$ cat config.mk
export PLATFORM = sky130hd
export DESIGN_NAME = led_frame_sched
export DESIGN_NICKNAME = d
export VERILOG_FILES = /design/src/rtl/led_frame_sched.sv
export SDC_FILE = /design/constraint.sdc
export NUM_CORES = 1
export LEC_CHECK = 0
export BUFFER_PORTS_ARGS = -buffer_cell sky130_fd_sc_hd__buf_2
export CORE_ASPECT_RATIO = 2
export CORE_MARGIN = 2
export CORE_UTILIZATION = 33
export CTS_CLUSTER_DIAMETER = 200
export DETAILED_ROUTE_END_ITERATION = 6
export SLEW_MARGIN = 20
export SYNTH_ARGS = -nofsm -noshare
export SYNTH_HDL_FRONTEND = slang
export SYNTH_SLANG_ARGS = --single-unit
$ cat constraint.sdc
create_clock -name clk -period 3.7 [get_ports clk]
set_input_delay 0.185 -clock clk [delete_from_list [all_inputs] [get_ports clk]]
set_output_delay 0.185 -clock clk [all_outputs]
set_load 0.005 [all_outputs]
$ cat src/rtl/led_frame_sched.sv
// Frame scheduler: arbitrates cap/cpu word streams into the LED FIFO, writes LED_NUM words
// per frame, pulses send_start, then enforces the frame interval and the send_done timeout.
module led_frame_sched #(
   parameter int unsigned LED_NUM   = 47,
   parameter int unsigned FRAME_GAP = 2500000,
   parameter int unsigned DONE_TO   = 4000000,
   parameter int unsigned PRIO_MODE = 1
) (
   input  logic        clk,
   input  logic        rst,
   input  logic        en,
   input  logic        cap_req,
   output logic        cap_gnt,
   input  logic        cap_valid,
   input  logic [11:0] cap_data,
   output logic        cap_ready,
   input  logic        cpu_req,
   output logic        cpu_gnt,
   input  logic        cpu_valid,
   input  logic [11:0] cpu_data,
   output logic        cpu_ready,
   input  logic        fifo_afull,
   output logic        fifo_we,
   output logic [11:0] fifo_data,
   output logic        send_start,
   input  logic        send_done,
   output logic        busy,
   output logic        err_timeout
);

   localparam int unsigned WordW = $clog2(LED_NUM + 1);
   localparam int unsigned GapW  = $clog2(FRAME_GAP + 1);
   localparam int unsigned ToW   = $clog2(DONE_TO + 1);

   typedef enum logic [1:0] {StIdle, StStream, StLaunch, StWaitDone} state_e;

   state_e             state_q, state_d;
   logic               cap_gnt_q, cap_gnt_d;
   logic               cpu_gnt_q, cpu_gnt_d;
   logic               prio_cap_q, prio_cap_d;
   logic               fifo_we_q, fifo_we_d;
   logic [11:0]        fifo_data_q, fifo_data_d;
   logic               send_start_q, send_start_d;
   logic               err_q, err_d;
   logic [WordW-1:0]   word_cnt_q, word_cnt_d;
   logic [GapW-1:0]    gap_cnt_q, gap_cnt_d;
   logic [ToW-1:0]     to_cnt_q, to_cnt_d;

   logic               cap_xfer;
   logic               cpu_xfer;
   logic               pick_cpu;

   // Grants are only ever high in StStream, so they double as the stream-state qualifier.
   assign cap_xfer = cap_gnt_q & cap_valid & ~fifo_afull;
   assign cpu_xfer = cpu_gnt_q & cpu_valid & ~fifo_afull;

   always_comb begin
      state_d      = state_q;
      cap_gnt_d    = cap_gnt_q;
      cpu_gnt_d    = cpu_gnt_q;
      prio_cap_d   = prio_cap_q;
      fifo_we_d    = 1'b0;
      fifo_data_d  = fifo_data_q;
      send_start_d = 1'b0;
      err_d        = err_q;
      word_cnt_d   = word_cnt_q;
      to_cnt_d     = to_cnt_q;
      gap_cnt_d    = (gap_cnt_q == '0) ? '0 : gap_cnt_q - GapW'(1);
      pick_cpu     = 1'b0;

      unique case (state_q)
         StIdle: begin
            if (en && (gap_cnt_q == '0) && (cap_req || cpu_req)) begin
               pick_cpu   = cpu_req && (!cap_req || (PRIO_MODE == 1) || !prio_cap_q);
               cpu_gnt_d  = pick_cpu;
               cap_gnt_d  = !pick_cpu;
               prio_cap_d = pick_cpu;
               word_cnt_d = '0;
               state_d    = StStream;
            end
         end
         StStream: begin
            if (cap_xfer || cpu_xfer) begin
               fifo_we_d   = 1'b1;
               fifo_data_d = cpu_gnt_q ? cpu_data : cap_data;
               if (word_cnt_q == WordW'(LED_NUM - 1)) begin
                  // Last word: send_start lands together with its fifo_we.
                  word_cnt_d   = '0;
                  cap_gnt_d    = 1'b0;
                  cpu_gnt_d    = 1'b0;
                  send_start_d = 1'b1;
                  gap_cnt_d    = GapW'(FRAME_GAP - 1);
                  state_d      = StLaunch;
               end else begin
                  word_cnt_d = word_cnt_q + WordW'(1);
               end
            end
         end
         StLaunch: begin
            word_cnt_d = '0;
            to_cnt_d   = ToW'(1);
            state_d    = StWaitDone;
         end
         StWaitDone: begin
            if (send_done) begin
               state_d = StIdle;
            end else if (to_cnt_q >= ToW'(DONE_TO - 1)) begin
               err_d   = 1'b1;
               state_d = StIdle;
            end else begin
               to_cnt_d = to_cnt_q + ToW'(1);
            end
         end
         default: state_d = StIdle;
      endcase
   end

   always_ff @(posedge clk or posedge rst) begin
      if (rst) begin
         state_q      <= StIdle;
         cap_gnt_q    <= 1'b0;
         cpu_gnt_q    <= 1'b0;
         prio_cap_q   <= 1'b1;
         fifo_we_q    <= 1'b0;
         fifo_data_q  <= '0;
         send_start_q <= 1'b0;
         err_q        <= 1'b0;
         word_cnt_q   <= '0;
         gap_cnt_q    <= '0;
         to_cnt_q     <= '0;
      end else begin
         state_q      <= state_d;
         cap_gnt_q    <= cap_gnt_d;
         cpu_gnt_q    <= cpu_gnt_d;
         prio_cap_q   <= prio_cap_d;
         fifo_we_q    <= fifo_we_d;
         fifo_data_q  <= fifo_data_d;
         send_start_q <= send_start_d;
         err_q        <= err_d;
         word_cnt_q   <= word_cnt_d;
         gap_cnt_q    <= gap_cnt_d;
         to_cnt_q     <= to_cnt_d;
      end
   end

   assign cap_gnt     = cap_gnt_q;
   assign cpu_gnt     = cpu_gnt_q;
   assign cap_ready   = cap_gnt_q & ~fifo_afull;
   assign cpu_ready   = cpu_gnt_q & ~fifo_afull;
   assign fifo_we     = fifo_we_q;
   assign fifo_data   = fifo_data_q;
   assign send_start  = send_start_q;
   assign busy        = (state_q != StIdle);
   assign err_timeout = err_q;

endmodule

After elaboration in Yosys (flattened, before gate mapping)
Cells that the tools add are included.
{"block": "totals", "regBits": 69, "inputBits": 33, "elab_cells": 78}
{"block": "op_classes", "n_addsub": 3, "order_cmp": 1, "n_eq_ne": 10, "muxes": 29, "bitwise_logic": 8, "reduce_logical": 17}
{"operator": "22-bit two-way mux", "count": 6}
{"operator": "22-bit case mux with 2 select lines", "count": 1}
{"operator": "22-bit by 1-bit adder with 22-bit output (second input constant)", "count": 1}
{"operator": "22-bit >= comparator (second input constant)", "count": 1}
{"operator": "22-bit zero test", "count": 1}
{"operator": "22-bit by 1-bit subtractor with 22-bit output (second input constant)", "count": 1}
{"operator": "6-bit two-way mux", "count": 3}
{"operator": "6-bit case mux with 3 select lines", "count": 1}
{"operator": "12-bit two-way mux", "count": 1}
{"operator": "2-bit two-way mux", "count": 5}
{"operator": "2-bit != test (second input constant)", "count": 5}
{"operator": "1-bit two-way mux", "count": 9}
{"operator": "3-bit AND reduction", "count": 3}
{"operator": "2-bit case mux with 4 select lines", "count": 1}
{"operator": "4-bit AND reduction", "count": 2}
{"operator": "6-bit by 1-bit adder with 6-bit output (second input constant)", "count": 1}
{"operator": "1-bit bitwise AND", "count": 6}
{"operator": "6-bit equality test (second input constant)", "count": 1}
{"operator": "2-bit nonzero test", "count": 3}
{"operator": "2-bit equality test (second input constant)", "count": 2}
{"operator": "1-bit case mux with 2 select lines", "count": 2}
{"operator": "3-bit != test (second input constant)", "count": 1}
{"operator": "3-bit nonzero test", "count": 1}
{"operator": "2-bit by 1-bit equality test with 1-bit output (second input constant)", "count": 1}
{"operator": "6 further kinds", "count": 9}

Longest topological paths before layout
Gate-level depths: netlist (run 1).
{"block": "depth", "word_depth": 5, "depth_mapped": 8}

Worst setup path after synthesis (run 1)
No wires, ideal clock.
{"block": "synth_timing", "kind": "register to register", "from": "reg gap_cnt_q[2]", "to": "reg gap_cnt_q[19]", "setup_ns": 0.129, "arrival_ns": 1.974, "slack_ns": 1.597, "stages_incl_launch_ff": 6, "path_buffers": 0, "synth_period_minus_slack_ns": 2.103, "cell_sequence": "dfrtp_1 > or4_4 > or3_4 > or4b_4 > xor2_1 > nor2_2"}
{"block": "synth_via", "elab_chain_cells": 5, "elab_cells_between_ends": 6}
{"element": "start: declaration", "line_no": "46", "source": "logic [GapW-1:0] gap_cnt_q, gap_cnt_d;"}
{"element": "start signal: assignment", "line_no": "141", "source": "gap_cnt_q <= gap_cnt_d;"}
{"element": "22-bit by 1-bit subtractor with 22-bit output / 22-bit zero test (equally long branches)", "line_no": "68", "source": "gap_cnt_d = (gap_cnt_q == '0) ? '0 : gap_cnt_q - GapW'(1);"}
{"element": "22-bit two-way mux (*)", "line_no": "68"}
{"element": "22-bit two-way mux", "line_no": "86", "source": "if (word_cnt_q == WordW'(LED_NUM - 1)) begin"}
{"element": "22-bit two-way mux", "line_no": "83", "source": "if (cap_xfer || cpu_xfer) begin"}
{"element": "22-bit two-way mux (*)", "line_no": "71", "source": "unique case (state_q)"}
{"element": "via gap_cnt_d[19]", "line_no": "46"}
Mark *: on every way through the listed nets, which the timed path passes. The rest lies on a longest branch.
A chain may end at the register's enable or synchronous reset.

Worst setup path in the final report (run 1)
{"block": "layout_timing", "from": "reg gap_cnt_q[0]", "to": "reg state_q[1]"}
{"block": "layout_via", "elab_chain_cells": 5}
{"element": "22-bit zero test", "line_no": "73", "source": "if (en && (gap_cnt_q == '0) && (cap_req || cpu_req)) begin"}
{"element": "1-bit logical AND (2 in series)", "line_no": "73"}
{"element": "2-bit != test (no source line)"}
{"element": "4-bit AND reduction (no source line)"}
{"element": "end signal: assignment", "line_no": "120", "source": "state_q <= StIdle;"}
{"element": "end signal: assignment", "line_no": "132", "source": "state_q <= state_d;"}
{"element": "end: declaration", "line_no": "37", "source": "state_e state_q, state_d;"}
No other way between the ends.

==> results of run 1 <==
[cell families (layout without fill, tap and decap cells)]
kind of cell | Yosys count | in the layout | share of synthesized area [%]
multiplexers | 19 | 19 | 5.36
adder cells (fa/ha/maj) | 8 | 8 | 2.81
flip-flops | 69 | 69 | 48.4
XOR/XNOR | 26 | 26 | 6.38
AND/OR/NAND/NOR | 151 | 151 | 21.8
AO/OA/AOI/OAI | 66 | 66 | 11.8
buffers and inverters | 33 | 93 | 3.47
[path summary, 6_finish.rpt]
| kind | end | slack, ns |
|---|---|---|
| worst max-delay path | state_q[1]$_DFFE_PP0P_ | 1.40 |
| worst min-delay path | to_cnt_q[15]$_DFFE_PP0P_ | 0.009 |
| worst max register to register | state_q[1]$_DFFE_PP0P_ | 1.40 |
| worst min register to register | fifo_data[0]$_DFFE_PP0P_ | 0.47 |
| max in group asynchronous | state_q[0]$_DFFE_PP0P_ | 2.92 |
| min in group clk | cap_gnt$_DFFE_PP0P_ | 0.09 |
[placed cells by master, fill, tap and decap left out, types with 3 or more instances in the layout]
master	n
sky130_fd_sc_hd__dfrtp_1	69
sky130_fd_sc_hd__and2_1	3
sky130_fd_sc_hd__nor2b_1	5
sky130_fd_sc_hd__ha_1	8
sky130_fd_sc_hd__nand3_1	14
sky130_fd_sc_hd__mux2i_1	18
sky130_fd_sc_hd__buf_4	4
sky130_fd_sc_hd__o31ai_1	7
sky130_fd_sc_hd__nor2_1	37
sky130_fd_sc_hd__clkbuf_16	9
sky130_fd_sc_hd__xnor2_1	19
sky130_fd_sc_hd__o21ai_0	31
sky130_fd_sc_hd__nor4_1	7
sky130_fd_sc_hd__buf_2	52
sky130_fd_sc_hd__nand4b_1	3
sky130_fd_sc_hd__a21oi_1	6
sky130_fd_sc_hd__nand4_1	6
sky130_fd_sc_hd__inv_1	21
sky130_fd_sc_hd__and3_1	4
sky130_fd_sc_hd__nor3_1	16
sky130_fd_sc_hd__a31oi_1	3
sky130_fd_sc_hd__nand2_1	34
sky130_fd_sc_hd__xor2_1	7
sky130_fd_sc_hd__or3_1	6
[layer usage]
metal / track usage [%] / vias to the layer above
met4: 5.80 / 0
met1: 16.0 / 1411
met3: 3.28 / 11
li1: - / 1422
met2: 27.2 / 46
met5: 0 / -
[per-stage QoR]
stage	area (um2)	hold slack [ns]	total power [mW]	worst slack, ns	utilization (%)
after detailed placement	3990	0.427	0.811	1.37	37.8
after CTS	4300	0.0763	1.73	1.39	40.8
after floorplan	3570	0.295	0.785	1.60	-
final	4310	0.00907	1.71	1.40	40.8
after global placement	3990	0.426	0.810	1.48	37.8
after global routing	4310	0.0860	1.77	1.09	40.8
[registers in the layout (all words and copies together), names as in the netlist]
name / cells
send_start: 1
state_q: 2
fifo_data: 12
word_cnt_q: 6
to_cnt_q: 22
err_timeout: 1
cpu_gnt: 1
fifo_we: 1
cap_gnt: 1
gap_cnt_q: 22
[critical path: cells and delay by family (launching register included)]
family,cells,cell delay (ns)
fa+ha+maj,1,0.20
compound gates,1,0.53
buf+inv,1,0.07
flops,1,0.40
mux,1,0.36
simple gates,2,0.62
[final cells by class]
cell class | count | area share, %
Clock buffer | 11 | 5.64
Clock inverter | 4 | 1.69
Inverter | 22 | 1.95
Multi-Input combinational cell | 270 | 39.9
Sequential cell | 69 | 40.1
Tap cell | 137 | 3.98
Timing Repair Buffer | 56 | 6.74
[report_power, final]
group          total, mW  switching (mW)  internal [mW]
Clock              0.913           0.309          0.603
Combinational     0.0408          0.0239         0.0168
Sequential         0.755               0          0.755
Total               1.71           0.333           1.38
==> results.json, run 1 <==
{
  "finalHoldViolations": 0,
  "multi_input_comb_area_um2": 1720,
  "ctsRootBufferMaster": "sky130_fd_sc_hd__clkbuf_16",
  "placed_instances": 554,
  "synth_seq_cells": 69,
  "layout.area.seq_um2": 1730,
  "synth_area_per_cell_um2": 9.59,
  "crit_type": "flip-flop to flip-flop",
  "run_status": "complete, no violations",
  "num_io_pins": 53,
  "maximum_fanout_encountered_on_the_critical_timing_path": 10,
  "worstReg2RegStart": "gap_cnt_q[0]$_DFF_PP0_",
  "first_global_vias": 2876,
  "critical_path.startpoint": "gap_cnt_q[0]$_DFF_PP0_",
  "dr_wl_met2_um": 4400,
  "postSynth.topFlopCell": "sky130_fd_sc_hd__dfrtp_1",
  "met1_length_um": 3270,
  "worst-endpoint-required_ns": 3.91,
  "yosys_warnings": 0,
  "syn-num-nets": 413,
  "timing.critical_path.to_type": "flip-flop",
  "timing.fmax_mhz": 434,
  "setup_tns_ns": 0,
  "netlist_top_cells_area": "sky130_fd_sc_hd__dfrtp_1 (48%), sky130_fd_sc_hd__mux2i_1 (5.0%), sky130_fd_sc_hd__xnor2_1 (4.7%)",
  "maxSlewViolCount": 0,
  "synth.top_cell.area_share_pct": 48.4,
  "final_cells": 569,
  "post_route_cells_drive_above_1_share_pct": 18.5,
  "coreArea_um2": 10500,
  "place.gp.congestion": 0.867,
  "clockBufferDepth": 2,
  "die_height_um": 151,
  "cts_num_sinks": 69,
  "dieArea_um2": 11700,
  "fin_skew_ns": 0.00599,
  "global_route.overflow_total": 0,
  "rsz0062_at_grt": "no",
  "cts.htree.levels": 3,
  "static-leakage-power_nw": 1.96,
  "antenna_left": 0,
  "cap_violations": 0,
  "setup-violations-final": 0,
  "fillers": 1027,
  "layout_min_cycle_time_ns": 2.30,
  "netlist_top_cells_count": "sky130_fd_sc_hd__dfrtp_1 (69), sky130_fd_sc_hd__nor2_1 (37), sky130_fd_sc_hd__nand2_1 (34)",
  "post-cts-setup-buffer-count": 0,
  "grt_first_pass_wirelength_um": 13600,
  "timing.critical_path.from_type": "flip-flop",
  "top_routing_layer_in_use": "met4",
  "holdBufCountCts": 0,
  "n_antenna_cell": 0,
  "floorplan.die.width_um": 77.5,
  "drt_first_pass_iters": 4,
  "worst_skew_pair.late_latency_ns": 0.33,
  "number_of_cell_instances_on_the_worst_register_to_register_path": 6,
  "worst-endpoint-arrival_ns": 2.52,
  "first_iter_violations": 106,
  "post_synth_instance_area_um2": 3570,
  "grt_start_max_net_pins": 52,
  "num-nets-final": 469,
  "path_cells": "inv_1 -> ha_1 -> nand4b_1 -> o31a_1 -> nor3_1 -> mux2_2",
  "initial_cell_density_of_the_core_pct": 33.8,
  "yosys.cell_count.top_type": "sky130_fd_sc_hd__dfrtp_1",
  "dpl.hpwl_um": 5910,
  "routed_via_density": 5.08,
  "timing.hold.worst.class": "input port to asynchronous set/reset pin",
  "worst_slew_margin_rel_pct": 32.4,
  "worst_pin_slew_ns": 1.01,
  "vdd_drop_max_uv": 283,
  "port_buffers": 52,
  "postCtsResizedCells": 0,
  "synth-edff-count": 0,
  "post_synth_inst_count": 372,
  "wl_per_cell_um": 14.1,
  "cellPowerDensity_nw_per_um2": 397,
  "route.vias.total": 2890,
  "globalRouteTotalUtil_pct": 14.7,
  "clock_edge_transition_at_the_registers_on_the_reported_setup_and_hold_paths_ns": 0.06,
  "ys_async_sr_fraction_pct": 100,
  "cts_made_buffers": 9,
  "met3RoutedLength_um": 211,
  "critical_path.max_stage_delay_ns": 0.53,
  "period_share_pct": 62.2,
  "synth_area_leader_cell": "sky130_fd_sc_hd__dfrtp_1",
  "worst_path_max_delay_cell": "sky130_fd_sc_hd__o31a_1",
  "drc": 0,
  "cts_tree": "done",
  "ys_seq_area_share_pct": 48.4,
  "row_count": 53,
  "synthToLayoutAreaGrowth_pct": 20.7,
  "antenna_found_initial": 0,
  "yosys.cell_types.count": 54,
  "routed_wirelength_um": 8040
}
(Power assumes the default switching activity.)
==> run 2: changes to the inputs <==
==> constraint.sdc (replaced) <==
create_clock -name clk -period 2.2 [get_ports clk]
set_input_delay 0.11 -clock clk [delete_from_list [all_inputs] [get_ports clk]]
set_output_delay 0.11 -clock clk [all_outputs]
set_load 0.005 [all_outputs]
==> run 2 against run 1 <==
Net effect: worst hold slack better by 0.037 ns; clock skew hardly changed; setup slack worse by 1.4 ns; maximum frequency is 6.9% higher; first-iteration DRC count is 15% higher; sequential power is 68% higher; combinational power is 83% higher; design area is 5.0% higher; wire length is 0.78% higher; via count is 2.3% higher; total power is 83% higher; flip-flop and latch count stayed put; critical path type unchanged; largest cell class is now multi-input combinational cells.
==> results.json, run 2 (synthesized netlist as in run 1, its figures left out) <==
{
  "run_status": "complete, no violations",
  "dieArea_um2": 11700,
  "period_share_pct": 97.9,
  "die_height_um": 151,
  "cts.htree.levels": 3,
  "num_io_pins": 53,
  "static-leakage-power_nw": 2.07,
  "cellPowerDensity_nw_per_um2": 693,
  "cts_tree": "done",
  "worst_skew_pair.late_latency_ns": 0.33,
  "clock_edge_transition_at_the_registers_on_the_reported_setup_and_hold_paths_ns": 0.05,
  "routed_via_density": 5.05,
  "row_count": 53,
  "final_cells": 586,
  "vdd_drop_max_uv": 479,
  "grt_first_pass_wirelength_um": 13400,
  "num-nets-final": 485,
  "antenna_found_initial": 0,
  "wl_per_cell_um": 13.8,
  "drc": 0,
  "first_global_vias": 2955,
  "port_buffers": 52,
  "routed_wirelength_um": 8110,
  "maxSlewViolCount": 0,
  "dpl.hpwl_um": 5940,
  "worst_slew_margin_rel_pct": 63.2,
  "synthToLayoutAreaGrowth_pct": 26.7,
  "cap_violations": 0,
  "mostFrequentLayoutCell": "sky130_fd_sc_hd__dfrtp_1",
  "multi_input_comb_area_um2": 1740,
  "floorplan.die.width_um": 77.5,
  "met3RoutedLength_um": 260,
  "rsz0062_at_grt": "no",
  "design_power_total_mw": 3.13,
  "ctsRootBufferMaster": "sky130_fd_sc_hd__clkbuf_16",
  "maximum_fanout_encountered_on_the_critical_timing_path": 5,
  "setup-violations-final": 0,
  "drt_first_pass_iters": 4,
  "fillers": 1024,
  "finalHoldViolations": 0,
  "met1_length_um": 3210,
  "layout_min_cycle_time_ns": 2.15,
  "finish.instance_area_um2": 4520,
  "dpl_cell_area_um2": 4100,
  "crit_type": "flip-flop to flip-flop",
  "coreArea_um2": 10500,
  "grt_start_max_net_pins": 70,
  "timing.hold.worst.class": "input port to flip-flop",
  "timing.critical_path.to_type": "flip-flop",
  "cts_made_buffers": 9,
  "top_library_cells_by_usage_in_the_layout_fill_and_taps_aside": "sky130_fd_sc_hd__dfrtp_1 (69), sky130_fd_sc_hd__buf_2 (52), sky130_fd_sc_hd__nor2_1 (37)",
  "antenna_left": 0,
  "placed_instances": 567,
  "globalRouteTotalUtil_pct": 14.6,
  "fin_worst_hold_slack_ns": 0.0458,
  "place.gp.congestion": 0.842,
  "worst_pin_slew_ns": 0.546,
  "global_route.overflow_total": 0,
  "layout.area.seq_um2": 1730,
  "worst-endpoint-arrival_ns": 2.36,
  "utilization_pct": 42.9,
  "timing.fmax_mhz": 464,
  "dr_wl_met2_um": 4460,
  "post_route_cells_drive_above_1_share_pct": 22.3,
  "worst-endpoint-required_ns": 2.41,
  "timing.critical_path.from_type": "flip-flop",
  "fin_skew_ns": 0.00636,
  "initial_cell_density_of_the_core_pct": 33.8,
  "clockBufferDepth": 2,
  "first_iter_violations": 122,
  "route.vias.total": 2957,
  "top_routing_layer_in_use": "met4",
  "n_antenna_cell": 0,
  "cts_num_sinks": 69
}
==> run 2: final cells by class <==
cell class / count / area share [%]
multi-input combinational: 270 / 38.5
sequential: 69 / 38.2
clock inverter: 6 / 2.96
tap: 137 / 3.79
clock buffer: 10 / 5.28
timing repair buffer: 72 / 9.46
inverter: 22 / 1.83
==> run 2: worst paths after layout <==
kind	to	depth (start not counted)	slack (ns)	startpoint
setup / recovery	gap_cnt_q[19]$_DFF_PP0_	5	0.05	gap_cnt_q[3]$_DFF_PP0_
hold / removal	cap_gnt$_DFFE_PP0P_	3	0.05	cap_req
setup reg to reg	gap_cnt_q[19]$_DFF_PP0_	5	0.05	gap_cnt_q[3]$_DFF_PP0_
hold reg to reg	err_timeout$_DFFE_PP0P_	2	0.46	err_timeout$_DFFE_PP0P_
max in group asynchronous	to_cnt_q[5]$_DFFE_PP0P_	4	1.49	rst
min in group asynchronous	fifo_data[2]$_DFFE_PP0P_	4	0.40	rst
==> run 2: layer usage <==
metal,GRT usage [%],up-vias
met1,15.9,1433
met3,3.22,13
li1,-,1454
met4,7.32,0
met5,0,-
met2,26.4,57
==> run 2: timing repair <==
action                     in CTS  in global routing
buffers inserted                0                  1
pin swaps                       0                  1
hold endpoints to repair       70                  0
resized for setup               1                  3
setup endpoints to repair       3                  7
hold buffers                    2                  0
==> run 2: through the flow <==
step	TNS (ns)	setup slack, ns
after global placement	0	0.0594
after CTS	0	0.0453
after global routing	0	0.00320
final	0	0.0464
after floorplan	0	0.0966
after detailed placement	-0.0738	-0.0383
==> run 2: critical path: stages (launching register included) <==
cell	delay (ns)
sky130_fd_sc_hd__dfrtp_1	0.40
sky130_fd_sc_hd__or4_4	0.54
sky130_fd_sc_hd__or3_4	0.37
sky130_fd_sc_hd__or4b_4	0.49
sky130_fd_sc_hd__xor2_1	0.19
sky130_fd_sc_hd__nor2_2	0.04
==> run 2: power breakdown <==
part	switching [mW]	total (mW)	internal [mW]
combinational	0.0415	0.0746	0.0332
clock	0.536	1.79	1.25
sequential	0	1.27	1.27
total	0.577	3.13	2.55
